--- config.mk ---
export PLATFORM = sky130hd
export DESIGN_NAME = pipeline_fetch_queue
export DESIGN_NICKNAME = d
export VERILOG_FILES = /design/src/rtl/pipeline_fetch_queue_pkg.sv /design/src/rtl/pipeline_fetch_queue.sv
export SDC_FILE = /design/constraint.sdc
export NUM_CORES = 1
export LEC_CHECK = 0
export CORE_ASPECT_RATIO = 0.7
export CORE_MARGIN = 3
export CORE_UTILIZATION = 40
export CTS_CLUSTER_SIZE = 12
export DETAILED_ROUTE_END_ITERATION = 16
export RECOVER_POWER = 25
export REMOVE_ABC_BUFFERS = 1
export SETUP_SLACK_MARGIN = 0.1
export SLEW_MARGIN = 20
export SYNTH_ARGS = -nofsm -noshare
export SYNTH_HDL_FRONTEND = slang
export SYNTH_SLANG_ARGS = --single-unit
--- constraint.sdc ---
create_clock -name clk -period 7.5 [get_ports clk]
set_clock_uncertainty 0.15 [all_clocks]
set_input_delay 1.125 -clock clk [delete_from_list [all_inputs] [get_ports clk]]
set_output_delay 1.125 -clock clk [all_outputs]
set_load 0.1 [all_outputs]
--- src/rtl/pipeline_fetch_queue_pkg.sv ---
// pipeline_fetch_queue_pkg
//   Shared definitions for the fetch-to-decode instruction queue:
//   - default PC / instruction widths (match the system address/data buses)
//   - q_op_e: the per-cycle queue operation derived from push/pop
//   - decode_op(): maps the push/pop pair onto q_op_e
package pipeline_fetch_queue_pkg;

    localparam int DEFAULT_ADDR_WIDTH = 32;
    localparam int DEFAULT_DATA_WIDTH = 32;
    localparam int DEFAULT_DEPTH      = 4;

    // Encoding is {push, pop} so decode_op() is a plain cast.
    typedef enum logic [1:0] {
        OP_IDLE = 2'b00,
        OP_POP  = 2'b01,
        OP_PUSH = 2'b10,
        OP_BOTH = 2'b11
    } q_op_e;

    function automatic q_op_e decode_op(input logic push, input logic pop);
        return q_op_e'({push, pop});
    endfunction

endpackage

--- src/rtl/pipeline_fetch_queue.sv ---
// pipeline_fetch_queue
//   DEPTH-entry circular instruction queue between fetch and decode.
//   Each entry holds {pc, inst, bubble}. Valid/ready handshake on both sides;
//   flush or global_flush empties the queue on the next clock edge.
//
// Ports:
//   clk, rst_n            clock (rising edge), asynchronous active-low reset
//   flush, global_flush   redirect / exception flush (identical effect)
//   in_valid, in_ready    fetch-side handshake
//   pc_in, inst_in, bubble_in   incoming entry
//   out_valid, out_ready  decode-side handshake
//   pc_out, inst_out, bubble_out head entry, forced to 0 when empty
//   count                 number of occupied entries
import pipeline_fetch_queue_pkg::*;

module pipeline_fetch_queue #(
    parameter int DATA_WIDTH = DEFAULT_DATA_WIDTH,
    parameter int ADDR_WIDTH = DEFAULT_ADDR_WIDTH,
    parameter int DEPTH      = DEFAULT_DEPTH
) (
    input  logic                         clk,
    input  logic                         rst_n,
    input  logic                         flush,
    input  logic                         global_flush,
    input  logic                         in_valid,
    output logic                         in_ready,
    input  logic [ADDR_WIDTH-1:0]        pc_in,
    input  logic [DATA_WIDTH-1:0]        inst_in,
    input  logic                         bubble_in,
    output logic                         out_valid,
    input  logic                         out_ready,
    output logic [ADDR_WIDTH-1:0]        pc_out,
    output logic [DATA_WIDTH-1:0]        inst_out,
    output logic                         bubble_out,
    output logic [$clog2(DEPTH+1)-1:0]   count
);

    localparam int PW = $clog2(DEPTH);
    localparam int CW = $clog2(DEPTH+1);
    localparam logic [CW-1:0] FULL_COUNT = CW'(DEPTH);
    localparam logic [PW-1:0] PTR_ONE    = PW'(1);
    localparam logic [CW-1:0] CNT_ONE    = CW'(1);

    // Storage: plain register array, contents are never reset.
    logic [ADDR_WIDTH-1:0] pc_mem     [DEPTH];
    logic [DATA_WIDTH-1:0] inst_mem   [DEPTH];
    logic                  bubble_mem [DEPTH];

    logic [PW-1:0] wr_ptr_reg;
    logic [PW-1:0] rd_ptr_reg;
    logic [CW-1:0] count_reg;

    logic flush_any;
    logic push;
    logic pop;
    q_op_e op;

    // in_ready looks only at registered state: a full queue refuses an entry
    // even when decode pops in the same cycle, keeping fetch off the decode
    // stall path.
    assign in_ready  = (count_reg != FULL_COUNT);
    assign out_valid = (count_reg != '0);
    assign flush_any = flush | global_flush;
    assign push      = in_valid & in_ready;
    assign pop       = out_valid & out_ready;
    assign op        = decode_op(push, pop);
    assign count     = count_reg;

    // Head fields are gated so decode sees a NOP with PC 0 when empty.
    assign pc_out     = out_valid ? pc_mem[rd_ptr_reg]     : '0;
    assign inst_out   = out_valid ? inst_mem[rd_ptr_reg]   : '0;
    assign bubble_out = out_valid ? bubble_mem[rd_ptr_reg] : 1'b0;

    // Pointer and occupancy state. Flush wins over any concurrent push/pop.
    always_ff @(posedge clk or negedge rst_n) begin
        if (!rst_n) begin
            wr_ptr_reg <= '0;
            rd_ptr_reg <= '0;
            count_reg  <= '0;
        end else if (flush_any) begin
            wr_ptr_reg <= '0;
            rd_ptr_reg <= '0;
            count_reg  <= '0;
        end else begin
            case (op)
                OP_PUSH: begin
                    wr_ptr_reg <= wr_ptr_reg + PTR_ONE;
                    count_reg  <= count_reg + CNT_ONE;
                end
                OP_POP: begin
                    rd_ptr_reg <= rd_ptr_reg + PTR_ONE;
                    count_reg  <= count_reg - CNT_ONE;
                end
                OP_BOTH: begin
                    wr_ptr_reg <= wr_ptr_reg + PTR_ONE;
                    rd_ptr_reg <= rd_ptr_reg + PTR_ONE;
                end
                default: begin
                end
            endcase
        end
    end

    // Entry write; suppressed on flush so a discarded push leaves no trace.
    always_ff @(posedge clk) begin
        if (push && !flush_any) begin
            pc_mem[wr_ptr_reg]     <= pc_in;
            inst_mem[wr_ptr_reg]   <= inst_in;
            bubble_mem[wr_ptr_reg] <= bubble_in;
        end
    end

endmodule

==> metrics.md <==
| Metric | Value |
|---|---|
| Status | finished, final reports clean |
| CP Capture Type | primary output |
| Synth warnings | 0 |
| Family with the most delay on the worst path | buffers and inverters |
| Largest regs | inst_mem (128), pc_mem (128), bubble_mem (4) |
| GR Overflow Total | 0 |
| Starting density of the core | 0.415 |
| Pleak | 4.05 nW |
| Final cycle utilization of the critical path | 0.662 |
| Buf+Inv Stages, Crit Path | 3 |
| Fillers | around 2000 |
| # diodes | 0 |
| Worst-skew pair later-pin latency | 0.51 ns |
| Layout Utilization | 0.514 |
| Post-synth EDFFs | 260 |
| H-tree depth | 1 |
| CTS tree | done |
| Critical path class | reg2out |
| Total CTS buffers | 27 |
| Ratio of cells with drive above 1 in the final layout | 0.174 |
| DR WL/cell | 21.3 um |
| Vias | 5012 |
| MaxCap Viol Count | 0 |
| CTS Sinks | about 270 |
| Area Overhead vs Synth | 23.9% |
| Total Neg Setup Slack | 0 ns |
| Multi-input gate area | 2230 um^2 |
| IR drop worst, VDD | 0.140 mV |
| # Post-CTS Setup Buffers | 0 |
| Final HPWL DP | 11700 um |
| Tot GR Track Use | 0.147 |
| Largest net degree at the start of global routing | 67 |
| DIE HEIGHT | 141 um |
| Crit-path slowest cell | clkdlybuf4s50_1 |
| Yosys top cell area share | 0.750 |
| Max Fclk | 202 MHz |
| Async set-reset flop share out of synthesis | 0.0262 |
| Crit-path max FO | 35 |
| Final hold vios | 0 |
| Worst path required time | 6.22 ns |
| Post-synthesis sequential area ratio | 0.767 |
| Register area | 7990 um^2 |
| Top cells by count, synth | edfxtp_1 (260), and2_1 (65), mux4_2 (65) |
| Largest area contributor in the netlist | edfxtp_1 |
| Yosys reg bits | between 200 and 300 |
| Number of global-route vias before repair | 5460 |
| Max_slew headroom | 0.311 |
| Most frequent cell after synthesis | edfxtp_1 |
| TritonRoute pass-1 iters | 4 |
| Die area | 28000 um^2 |
| DRC errors left | 0 |
| Critical Path Start Type | flop |
| Port Buffers | 140 |
| Drt via density | 5.20 |
| Synthesized area | 10400 um^2 |
| Global-route wire length before repair | 31500 um |
| DRT iter0 DRCs | 284 |
| CTS resizes | 0 |
| Antenna-violating nets left | 0 |
| Total Nets Final | 704 |
| Core footprint | between 20000 and 30000 um^2 |
| Shortest period the worst path allows | 4.96 ns |
| Post-CTS Hold Fix Bufs | 0 |
| # rows | between 40 and 50 |
| Worst-path cell chain | buf_16, buf_4, mux4_2, and2_1, clkdlybuf4s50_1 |
| Worst Path Arrival | 3.69 ns |
| Pins over their slew limit | 0 |
| Ys flop type | edfxtp_1 |
| # IOs | 141 |
| Initial antenna violation count | 1 |
| Clock-pin slew on the worst setup and hold paths | 0.06 ns |
| Unrepaired setup endpoints after global routing | no |
| Synthesized area per cell | 21.7 um^2 |
| Total power | 3.04 mW |
| Worst-case clock buffer depth | 3 |
| Hold Crit Class | reg2reg |
| Final GP Congestion | approximately 0.69 |
| Worst-margin pin slew | 1.03 ns |
| Root Buffer | clkbuf_16 |
| CP peak stage delay | 0.97 ns |
| Pwr dens | 236 nW/um^2 |
| # setup viols final | 0 |
| Area contributors post-synth | edfxtp_1 (75%), mux4_2 (14%), and2_1 (3.9%) |
| Synth cell types | 31 |
| R2r setup slk | ~5 ns |
| Chip Width | 199 um |
| WL final | roughly 20000 um |
| Syn Inst Count | 479 |
-- worst register-to-register path, stage by stage (launching register included) --
cell	delay (ns)
dfrtp_1	0.59
nor3b_1	0.15
nor2_1	0.25
and3_4	0.35
buf_4	0.70
-- layer usage --
| layer | vias up | track usage | wire, um |
|---|---|---|---|
| met5 | - | 0 | 13 |
| met4 | 2 | 0.0270 | 323 |
| met3 | 35 | 0.0332 | 1330 |
| met2 | 138 | 0.234 | 9380 |
| met1 | 2606 | 0.214 | 9490 |
| li1 | 2231 | - | - |
-- worst paths after layout --
check / startpoint / to / cells after the start
hold / removal: wr_ptr_reg[0] / wr_ptr_reg[0] / 2
min in group asynchronous: rst_n / count[1] / 1
hold reg to reg: wr_ptr_reg[0] / wr_ptr_reg[0] / 2
setup / recovery: rd_ptr_reg[0] / pc_out[18] / 5
max in group asynchronous: rst_n / rd_ptr_reg[1] / 1
setup reg to reg: count[0] / pc_mem[1][26] / 4
-- cells by family (layout without fill, tap and decap cells) --
logic type / count (synthesis) / after routing / synth area share
buffers and inverters: 34 / 194 / 0.0209
AOI/OAI and AO/OA: 18 / 18 / 0.0115
muxes: 66 / 66 / 0.142
and+or+nand+nor: 87 / 87 / 0.0503
adders and majority gates: 5 / 5 / 0.00673
xor gates and xnor gates: 2 / 2 / 0.00168
DFF: 267 / 267 / 0.767
-- power by group --
part / leakage, nW / internal [mW] / switching [mW]
combinational: 1.26 / 0.0762 / 0.160
sequential: 2.44 / 1.65 / 0.00552
clock: 0.353 / 0.646 / 0.497
total: 4.05 / 2.38 / 0.662
-- final cells by class --
cell class / instances / share of cell area
inverters: 7 / 0.00204
well taps: 325 / 0.0315
flip-flops and latches: 267 / 0.620
clock inverters: 7 / 0.00214
repair buffers: 147 / 0.117
multi-input cells: 178 / 0.173
clock buffers: 33 / 0.0542
-- per-stage QoR --
stage                     instance area [um^2]  cells  hold WS [ns]  setup WS, ns
final                                    12900    964         0.462          2.54
after global routing                     12900    964         0.510          2.31
after CTS                                12800    961         0.467          2.16
after detailed placement                 12100    921         0.458          2.76
after global placement                   12100    921         0.425          2.75
after floorplan                          10200    452         0.407          2.35
-- cells in the final DEF (no fill, tap or decap), drive strengths merged, types with 4 or more instances in the layout --
cell type      instances
edfxtp               260
clkdlybuf4s50        102
mux4                  65
and2                  65
dlygate4sd3           38
clkbuf                33
nor2                   8
inv                    7
clkinv                 7
dfrtp                  7
buf                    7
o21ai                  5
and3                   5
a21oi                  4
ha                     4
No activity file was read; power rests on OpenSTA's default activity.
